[src/rtl/dct8x8_arb.sv]
// Block-granular two-channel arbiter and result router in front of the 8x8 DCT engine.
// Optional feature macro: DCT8X8_ARB_RR_EN (round-robin grant; fixed priority to channel 0 when undefined).
module dct8x8_arb #(
  parameter int unsigned DATA_WIDTH = 8,
  parameter int unsigned TAG_DEPTH  = 4
) (
  input  logic                           clk,
  input  logic                           rst_n,
  input  logic                           s0_vld_i,
  input  logic [DATA_WIDTH*16-1:0]       s0_data_i,
  output logic                           s0_rdy_o,
  input  logic                           s1_vld_i,
  input  logic [DATA_WIDTH*16-1:0]       s1_data_i,
  output logic                           s1_rdy_o,
  output logic                           dct_vld_o,
  output logic [DATA_WIDTH*16-1:0]       dct_data_o,
  input  logic                           dct_rdy_i,
  input  logic                           dct_vld_i,
  input  logic [(DATA_WIDTH+8)*16-1:0]   dct_data_i,
  output logic                           dct_rdy_o,
  output logic                           m0_vld_o,
  output logic [(DATA_WIDTH+8)*16-1:0]   m0_data_o,
  input  logic                           m0_rdy_i,
  output logic                           m1_vld_o,
  output logic [(DATA_WIDTH+8)*16-1:0]   m1_data_o,
  input  logic                           m1_rdy_i,
  output logic                           busy_o,
  output logic [$clog2(TAG_DEPTH):0]     inflight_o
);

  localparam int unsigned PW = $clog2(TAG_DEPTH);
  localparam int unsigned CW = PW + 1;

  typedef enum logic {IDLE = 1'b0, BUSY = 1'b1} state_t;

  state_t         state_q, state_d;
  logic           owner_q, owner_d;
  logic [1:0]     in_beat_q, in_beat_d;
  logic [1:0]     out_beat_q;
  logic           win_c;
  logic           grant_c;
  logic           in_hs_c;
  logic           out_hs_c;
  logic           pop_c;
  logic           full_c;
  logic           empty_c;
  logic           head_tag_c;
  logic [CW-1:0]  count_c;
  logic [CW-1:0]  wr_ptr_q, rd_ptr_q;
  logic [TAG_DEPTH-1:0] tag_mem_q;

  // Winner selection among requesting channels
`ifdef DCT8X8_ARB_RR_EN
  logic last_q;

  always_comb begin
    win_c = ~s0_vld_i;
    if (s0_vld_i && s1_vld_i) win_c = ~last_q;
  end

  always_ff @(posedge clk or negedge rst_n) begin
    if (!rst_n)       last_q <= 1'b1;
    else if (grant_c) last_q <= win_c;
  end
`else
  always_comb begin
    win_c = ~s0_vld_i;
  end
`endif

  assign grant_c = (state_q == IDLE) && (s0_vld_i || s1_vld_i) && !full_c;
  assign in_hs_c = dct_vld_o && dct_rdy_i;

  // Issue FSM state register
  always_ff @(posedge clk or negedge rst_n) begin
    if (!rst_n) begin
      state_q   <= IDLE;
      owner_q   <= 1'b0;
      in_beat_q <= 2'd0;
    end else begin
      state_q   <= state_d;
      owner_q   <= owner_d;
      in_beat_q <= in_beat_d;
    end
  end

  // Issue FSM next state
  always_comb begin
    state_d   = state_q;
    owner_d   = owner_q;
    in_beat_d = in_beat_q;
    case (state_q)
      IDLE: begin
        if (grant_c) begin
          state_d   = BUSY;
          owner_d   = win_c;
          in_beat_d = 2'd0;
        end
      end
      BUSY: begin
        if (in_hs_c) begin
          in_beat_d = in_beat_q + 2'd1;
          if (in_beat_q == 2'd3) state_d = IDLE;
        end
      end
      default: state_d = IDLE;
    endcase
  end

  // Issue FSM outputs: the owner is wired straight through to the engine
  always_comb begin
    s0_rdy_o   = 1'b0;
    s1_rdy_o   = 1'b0;
    dct_vld_o  = 1'b0;
    dct_data_o = owner_q ? s1_data_i : s0_data_i;
    if (state_q == BUSY) begin
      dct_vld_o = owner_q ? s1_vld_i : s0_vld_i;
      s0_rdy_o  = !owner_q && dct_rdy_i;
      s1_rdy_o  =  owner_q && dct_rdy_i;
    end
  end

  assign busy_o = (state_q == BUSY);

  // In-order tag FIFO recording the owner of every issued block
  assign count_c    = wr_ptr_q - rd_ptr_q;
  assign full_c     = (count_c == CW'(TAG_DEPTH));
  assign empty_c    = (count_c == CW'(0));
  assign head_tag_c = tag_mem_q[rd_ptr_q[PW-1:0]];
  assign inflight_o = count_c;

  always_ff @(posedge clk or negedge rst_n) begin
    if (!rst_n) begin
      wr_ptr_q  <= '0;
      rd_ptr_q  <= '0;
      tag_mem_q <= '0;
    end else begin
      if (grant_c) begin
        tag_mem_q[wr_ptr_q[PW-1:0]] <= win_c;
        wr_ptr_q <= wr_ptr_q + CW'(1);
      end
      if (pop_c) rd_ptr_q <= rd_ptr_q + CW'(1);
    end
  end

  // Return path steered by the head tag
  always_comb begin
    m0_vld_o  = 1'b0;
    m1_vld_o  = 1'b0;
    dct_rdy_o = 1'b0;
    if (!empty_c) begin
      m0_vld_o  = !head_tag_c && dct_vld_i;
      m1_vld_o  =  head_tag_c && dct_vld_i;
      dct_rdy_o = head_tag_c ? m1_rdy_i : m0_rdy_i;
    end
  end

  assign m0_data_o = dct_data_i;
  assign m1_data_o = dct_data_i;
  assign out_hs_c  = dct_vld_i && dct_rdy_o;
  assign pop_c     = out_hs_c && (out_beat_q == 2'd3);

  always_ff @(posedge clk or negedge rst_n) begin
    if (!rst_n)        out_beat_q <= 2'd0;
    else if (out_hs_c) out_beat_q <= out_beat_q + 2'd1;
  end

endmodule

[config.mk]
export PLATFORM = sky130hd
export DESIGN_NAME = dct8x8_arb
export DESIGN_NICKNAME = d
export VERILOG_FILES = /design/src/rtl/dct8x8_arb.sv
export SDC_FILE = /design/constraint.sdc
export NUM_CORES = 1
export LEC_CHECK = 0
export ABC_AREA = 0
export CORE_AREA = 2 2 452 454
export CTS_CLUSTER_DIAMETER = 200
export DETAILED_ROUTE_END_ITERATION = 7
export DIE_AREA = 0 0 454 456
export GPL_ROUTABILITY_DRIVEN = 0
export PLACE_DENSITY = 0.3
export SYNTH_ARGS = -nofsm -noshare
export SYNTH_HDL_FRONTEND = slang
export SYNTH_SLANG_ARGS = --single-unit
[constraint.sdc]
create_clock -name clk -period 5.1 [get_ports clk]
set_clock_uncertainty 0.2 [all_clocks]
set_input_delay 1.02 -clock clk [delete_from_list [all_inputs] [get_ports clk]]
set_output_delay 1.02 -clock clk [all_outputs]
set_load 0.05 [all_outputs]
-- Word level (Yosys, flattened, before mapping)
Cells that the tools add are included.
- add/subtract/negate cells: 5
- $mul: 0
- div/mod/pow operators: 0
- $lt $le $gt $ge: 3
- equality and inequality tests: 5
- shift-type cells: 0
- multiplexer cells: 21
- bitwise operators: 2
- reduce and logical (&&, ||, !) cells: 17
- operators by type and width (operator ; count):
    $mux W128 ; 1
    $mux W1 ; 13
    $logic_and A1 B1 Y1 ; 10
    $add A3 B1 Y3 const B ; 2
    $lt A2 B3 Y1 const B ; 2
    $add A2 B1 Y2 const B ; 2
    $bwmux W4 ; 1
    $eq A2 B2 Y1 const B ; 2
    $mux W2 ; 2
    $pmux W2 S2 ; 1
    $reduce_and A2 Y1 ; 2
    $eq A3 B3 Y1 const B ; 1
    $logic_not A1 Y1 ; 3
    $logic_not A3 Y1 ; 1
    $sub A3 B3 Y3 ; 1
    $bmux W1 S2 ; 1
    $demux W1 S2 ; 1
    $ge A2 B1 Y1 const B ; 1
    $ne A2 B1 Y1 const B ; 1
    $ne A2 B2 Y1 const B ; 1
    $not A1 Y1 ; 2
    $pmux W1 S2 ; 1
    $logic_or A1 B1 Y1 ; 1
- register bits after elaboration: 16
- bits in latches: 0
- memory bits (writable): 0
- memory bits (read-only): 0
- output and inout port bits: 650
- logic and storage cells: 60
- memories kept: 0

-- Depth between registers and ports, before layout
Gate-level depths: netlist of the first run.
- depth after elaboration: 6
- gate-level depth with buffers: 7

-- Worst setup path after synthesis of the first run
OpenSTA, ideal clock, no wires.
- path type: reg-to-output
- start: register wr_ptr_q[0]
- end: output m0_vld_o
- arrival: 2383 ps
- data required time: 3880 ps
- setup slack: 1497 ps
- stages on the path, launching flop included: 7
- buffers on the path: 0
- cells stage by stage: dfrtp_1 -> inv_1 -> ha_1 -> fa_1 -> xor3_2 -> o21ai_1 -> nor2_1
- longest elaborated chain between the ends: 3
- RTL lines (element ; RTL line ; source):
    from (decl) ; 49 ; logic [CW-1:0] wr_ptr_q, rd_ptr_q;
    from (signal assigned) ; 140 ; wr_ptr_q <= wr_ptr_q + CW'(1);
    $sub A3 B3 Y3 ; 126 ; assign count_c = wr_ptr_q - rd_ptr_q;
    via inflight_o[2] ; 28 ; output logic [$clog2(TAG_DEPTH):0] inflight_o
    $logic_not A3 Y1 ; 128 ; assign empty_c = (count_c == CW'(0));
    $mux W1 ; 151 ; if (!empty_c) begin
    to (decl) ; 21 ; output logic m0_vld_o,
The timed path passes the listed nets, and every way through them passes these cells.

-- Worst setup path after layout of the first run
- start: register owner_q
- end: output dct_data_o[77]
- longest elaborated chain between the ends: 1
- RTL lines (element ; RTL line ; source):
    from (decl) ; 37 ; logic owner_q, owner_d;
    from (signal assigned) ; 82 ; owner_q <= owner_d;
    $mux W128 ; 115 ; dct_data_o = owner_q ? s1_data_i : s0_data_i;
    to (decl) ; 16 ; output logic [DATA_WIDTH*16-1:0] dct_data_o,
No other way between the ends.

==> out/results.tsv, run 1 <==
metric	value	unit
cts-root-buf	clkbuf_16	
die_h	456	µm
hold_viol_final	0	
start_util	3.12	%
core.rowCount	165	
grt_use_met1	6.86	%
r2r_start	wr_ptr_q[0]	
setup_viol	0	
avgSynthCellArea	8.55	µm²
reg2reg_to	rd_ptr_q[1]	
syn_to_final_growth	57.7	%
clkSlewWorstSetupHoldPaths	0.05	ns
grt_util_met3	13.2	%
drv_cap	0	
routedWlPerCell	35.1	µm
whs	0.274	ns
core	202000	µm²
drive_above_1_share	28.4	%
syn_area	6290	µm²
numCtsBuffers	3	
post-route-drc-count	0	
design_area	9910	µm²
status	finished, final reports clean	
hold_depth	1	
grt_usage	10.7	%
clock_sinks	16	
report.final.slew_viol_count	0	
total_power	4650	µW
nets	1157	
dpl_cell_area	9750	µm²
grt_overflow	0	
min_to	rd_ptr_q[2]	
critPathLaunchType	flip-flop	
fin_crit_sh	83.1	%
seq_area	404	µm²
postSynthCellCount	735	
via_per_inst	1.51	
fmax	236	MHz
vias	5033	
fin_crit	4.24	ns
synth_seq_cells	16	
grt_pass1_vias	4905	
worst_slew_pin_slew	1.01	ns
rsz0062_at_grt	no	
critical_path_class	reg2out	
post_cts_buffers	0	
r2r_slack	2.46	ns
ant_nets	0	
power.density	469	nW/µm²
post-place-cells	3295	
syn_nets	1264	
setup_tns	0	ns
grt_use_met2	18.8	%
leakagePower	0.00265	µW
dr.pass1.iters	4	
slew_headroom	32.6	%
synth_seq_area_share	6.37	%
grt-busiest-layer	met2	
crit_arrival	3.02	ns
wirelength	117	mm
ff2ff_path_depth	8	
crit_fanout	36	
insertion_delay	0.25	ns
nFillCells	23800	
yosysWarnings	0	
cp.required	3.88	ns
die_area	207000	µm²
grt_pass1_wl	127	mm
ir_worst_vdd	0.211	mV
multi_input_area	1960	µm²
cts_buffer_depth	2	
grt_start_max_net_pins	35	
cts_max_level	1	
hold_buffers	0	
cts_tree	done	
post_cts_resized	0	
holdCritPathClass	reg2reg	
final_cells	3327	
io_buffers	401	
hold_start	rd_ptr_q[2]	
drt-initial-drc-count	221	
io_pins	1170	
antenna_found_initial	119	
end_kind	primary output	
die_w	454	µm
synthDistinctLibCells	33	
hpwl	112	mm
[cells in the mapped netlist (all sizes together)]
master / count / area (µm²)
buf: 523 / 3890
o21ai: 4 / 20.0
a31oi: 9 / 71.3
a21oi: 2 / 10.0
clkbuf: 4 / 15.0
nand2: 7 / 26.3
nor3: 1 / 5.00
xor3: 1 / 25.0
nand3b: 1 / 7.51
mux2i: 2 / 32.5
mux2: 130 / 1470
or2: 1 / 6.26
xor2: 3 / 26.3
nand3: 1 / 5.00
nor3b: 1 / 12.5
fa: 1 / 20.0
nor2b: 1 / 6.26
a311oi: 1 / 26.3
a21o: 1 / 7.51
ha: 8 / 100
nor2: 8 / 32.5
xnor2: 2 / 17.5
dfrtp: 16 / 400
and3: 1 / 6.26
mux4: 1 / 22.5
inv: 5 / 18.8
[where the power goes]
group	internal (µW)	leakage (µW)	total (µW)	switching, µW
sequential	191	0.000193	359	168
clock	119	0.0000443	169	49.6
combinational	1360	0.00241	4120	2770
[cell families (layout without fill, tap and decap cells)]
group	after synthesis	after routing	synth area share, %
xor gates and xnor gates	6	6	1.09
muxes	133	133	24.3
AOI/OAI and AO/OA	17	17	2.15
buffers and inverters	532	424	62.5
other	0	28	0
DFF	16	16	6.37
and+or+nand+nor	22	22	1.71
adders and majority gates	9	9	1.91
[final cells by class]
type | count | area share (%)
inverter | 5 | 0.189
multi-input combinational | 187 | 19.8
timing repair buffer | 415 | 40.6
tap | 2672 | 33.7
sequential | 16 | 4.08
antenna | 28 | 0.707
clock buffer | 4 | 0.896
[worst max-delay path, stage by stage, from the launching register on]
cell             delay [ns]
dfrtp_4                0.96
buf_4                  0.34
mux2_2                 0.36
clkdlybuf4s50_1        0.91
[placed cells by master (no fill, tap or decap), types with 2 or more instances in the layout]
cell type / Yosys / final
nand2_1: 7 / 7
buf_4: 512 / 52
o21ai_1: 4 / 4
a21oi_1: 2 / 2
xnor2_1: 2 / 2
dfrtp_1: 16 / 15
ha_1: 8 / 8
mux2_1: 19 / 19
xor2_1: 3 / 3
nor2_1: 7 / 7
inv_1: 5 / 5
clkdlybuf4s50_1: 0 / 361
mux2_4: 2 / 2
diode_2: 0 / 28
mux2_2: 109 / 109
a31oi_1: 8 / 8
clkbuf_16: 0 / 3
[state kept, by name, summed over array words and instances (netlist names)]
register and flops:
rd_ptr_q 3, tag_mem_q 4, owner_q 1, wr_ptr_q 3, in_beat_q 2, busy_o 1
out_beat_q 2
[layer usage]
metal | part of all wire [%] | up-vias
li1 | - | 1680
met5 | 0.39 | -
met4 | 2.8 | 74
met3 | 26 | 319
met1 | 22 | 2087
met2 | 49 | 873
[how the worst max path moves through the flow]
stage / start / endpoint / slack [ns] / depth (start not counted)
global placement: s1_data_i[84] / dct_data_o[84] / 1.03 / 3
finish: owner_q / dct_data_o[77] / 0.86 / 3
CTS: owner_q / dct_data_o[78] / 0.86 / 3
global route: owner_q / dct_data_o[52] / 0.84 / 3
detailed placement: s1_vld_i / dct_vld_o / 1.04 / 4
floorplan: wr_ptr_q[0] / m0_vld_o / 1.50 / 6
[metrics by stage]
step                setup WS, ns  utilization, %
finish                     0.863            4.91
global placement            1.03            4.84
floorplan                   1.50               -
detailed placement          1.04            4.84
global route               0.842            4.88
CTS                        0.856            4.88
Note: power is estimated with default switching activity, not from simulation.
==> run 2: changes to the inputs <==
--- a/config.mk
+++ b/config.mk
@@ -6,10 +6,10 @@
 export NUM_CORES = 1
 export LEC_CHECK = 0
 export ABC_AREA = 0
-export CORE_AREA = 2 2 452 454
+export CORE_AREA = 2 2 449 451
 export CTS_CLUSTER_DIAMETER = 200
 export DETAILED_ROUTE_END_ITERATION = 7
-export DIE_AREA = 0 0 454 456
+export DIE_AREA = 0 0 451 453
 export GPL_ROUTABILITY_DRIVEN = 0
 export PLACE_DENSITY = 0.3
 export SYNTH_ARGS = -nofsm -noshare
==> constraint.sdc (replaced) <==
create_clock -name clk -period 4.35 [get_ports clk]
set_clock_uncertainty 0.2 [all_clocks]
set_input_delay 0.87 -clock clk [delete_from_list [all_inputs] [get_ports clk]]
set_output_delay 0.87 -clock clk [all_outputs]
set_load 0.05 [all_outputs]
==> out/results.tsv, run 2 (synthesized netlist as in run 1, its figures left out) <==
metric	value	unit	change
fin_crit	3.77	ns	
total_power	5320	µW	+14%
largest_reg_flops	4		unchanged
nets	1150		-0.61%
fmax	265	MHz	
whs	0.276	ns	+0.00195 ns
ff2ff_path_depth	8		unchanged
grt-busiest-layer	met2		
io_pins	1170		unchanged
seq_area	404	µm²	unchanged
die_w	451	µm	-0.66%
hpwl	115	mm	+2.4%
core	199000	µm²	-1.2%
core.rowCount	164		-0.61%
nFillCells	23500		-1.1%
top_register	tag_mem_q		
status	finished, final reports clean		
end_kind	primary output		
dr.pass1.iters	5		+1
start_util	3.16	%	+0.038 points
hold_start	rd_ptr_q[2]		
final_common_cell	clkdlybuf4s50_1		
r2r_slack	1.74	ns	-0.72 ns
grt_start_max_net_pins	30		-14%
antenna_found_initial	146		+23%
largest_registers	tag_mem_q (4), rd_ptr_q (3), wr_ptr_q (3)		
grt_use_met2	18.3	%	-0.53 points
holdCritPathClass	reg2reg		
setup_viol	0		unchanged
critical_path_class	reg2out		
grt_util_met3	15.4	%	+2.2 points
cts_tree	done		
ir_worst_vdd	0.281	mV	+33%
fin_crit_sh	86.7	%	
crit_arrival	2.70	ns	-0.32 ns
insertion_delay	0.25	ns	about the same
via_per_inst	1.59		+5.0%
clkSlewWorstSetupHoldPaths	0.05	ns	about the same
power.density	548	nW/µm²	+17%
min_to	rd_ptr_q[2]		
drv_cap	0		unchanged
post-route-drc-count	0		unchanged
rsz0062_at_grt	no		
drt-initial-drc-count	341		+54%
cts_buffer_depth	2		unchanged
cp.required	3.28	ns	-0.60 ns
clock_sinks	16		unchanged
leakagePower	0.00266	µW	+0.38%
hold_depth	1		unchanged
die_area	204000	µm²	-1.3%
routedWlPerCell	36.3	µm	+3.6%
grt_pass1_wl	129	mm	+1.5%
post_cts_buffers	0		unchanged
syn_to_final_growth	54.4	%	
cts-root-buf	clkbuf_16		
grt_usage	11.1	%	+0.35 points
slew_headroom	45.3	%	+13 points
crit_fanout	5		-86%
setup_tns	0	ns	unchanged
drive_above_1_share	34.5	%	+6.1 points
io_buffers	401		unchanged
ant_nets	0		unchanged
grt_overflow	0		unchanged
cts_max_level	1		unchanged
r2r_start	wr_ptr_q[0]		
post_cts_resized	0		unchanged
report.final.slew_viol_count	0		unchanged
grt_use_met1	7.00	%	+0.15 points
numCtsBuffers	3		unchanged
hold_buffers	0		unchanged
hold_viol_final	0		unchanged
critPathLaunchType	flip-flop		
worst_slew_pin_slew	0.818	ns	-0.192 ns
multi_input_area	1960	µm²	unchanged
grt_pass1_vias	4863		-0.86%
vias	5225		+3.8%
wirelength	119	mm	+2.3%
reg2reg_to	rd_ptr_q[1]		
die_h	453	µm	-0.66%
final_cell_mix	clkdlybuf4s50_1, mux2_2, buf_4		
[run 2: cell types whose count changed in the layout (fill, tap and decap cells not counted)]
cell / previous run / this run
clkbuf_1: 0 / 1
buf_4: 52 / 88
clkdlybuf4s50_1: 361 / 317
clkbuf_8: 1 / 0
buf_12: 1 / 3
diode_2: 28 / 12
buf_2: 1 / 0
[run 2: stage by stage]
| step | cells | setup WS [ns] | area [µm²] | utilization, % |
|---|---|---|---|---|
| floorplan | 735 | 0.897 | 6290 | - |
| global placement | 3272 | 0.560 | 9600 | 4.82 |
| detailed placement | 3272 | 0.588 | 9600 | 4.82 |
| CTS | 3276 | 0.545 | 9680 | 4.86 |
| global route | 3279 | 0.455 | 9680 | 4.86 |
| finish | 3288 | 0.578 | 9710 | 4.87 |
[run 2: worst max path at each step]
stage	start	endpoint
after floorplan	wr_ptr_q[0]	m0_vld_o
after global placement	dct_rdy_i	s0_rdy_o
after detailed placement	dct_rdy_i	s0_rdy_o
after CTS	wr_ptr_q[0]	dct_rdy_o
after global routing	wr_ptr_q[0]	dct_rdy_o
final	wr_ptr_q[0]	dct_rdy_o
[run 2: layout make-up]
type | count | share of cell area, %
timing repair buffer | 408 | 40.1
clock buffer | 4 | 0.812
sequential | 16 | 4.16
multi-input combinational | 187 | 20.2
inverter | 5 | 0.193
antenna | 12 | 0.309
tap | 2656 | 34.2
[run 2: worst max-delay path, cell delays in order, from the launching register on]
cell and delay, ns:
dfrtp_1 0.37, inv_1 0.11, ha_1 0.23, fa_1 0.38, xor3_2 0.34, nor2_1 0.09
nor2_1 0.11, clkdlybuf4s50_1 0.82
[run 2: metal layers]
| metal | part of all wire [%] | routed length, µm | vias to the layer above |
|---|---|---|---|
| li1 | - | - | 1647 |
| met1 | 22 | 26200 | 2106 |
| met2 | 46 | 54900 | 987 |
| met3 | 29 | 34400 | 363 |
| met4 | 2.5 | 2980 | 122 |
| met5 | 0.87 | 1040 | - |
[run 2: where the power goes]
part | switching, µW | internal [µW] | total, µW
Combinational | 3240 | 1530 | 4770
Sequential | 147 | 226 | 373
Clock | 59.5 | 124 | 184
Total | 3450 | 1880 | 5320
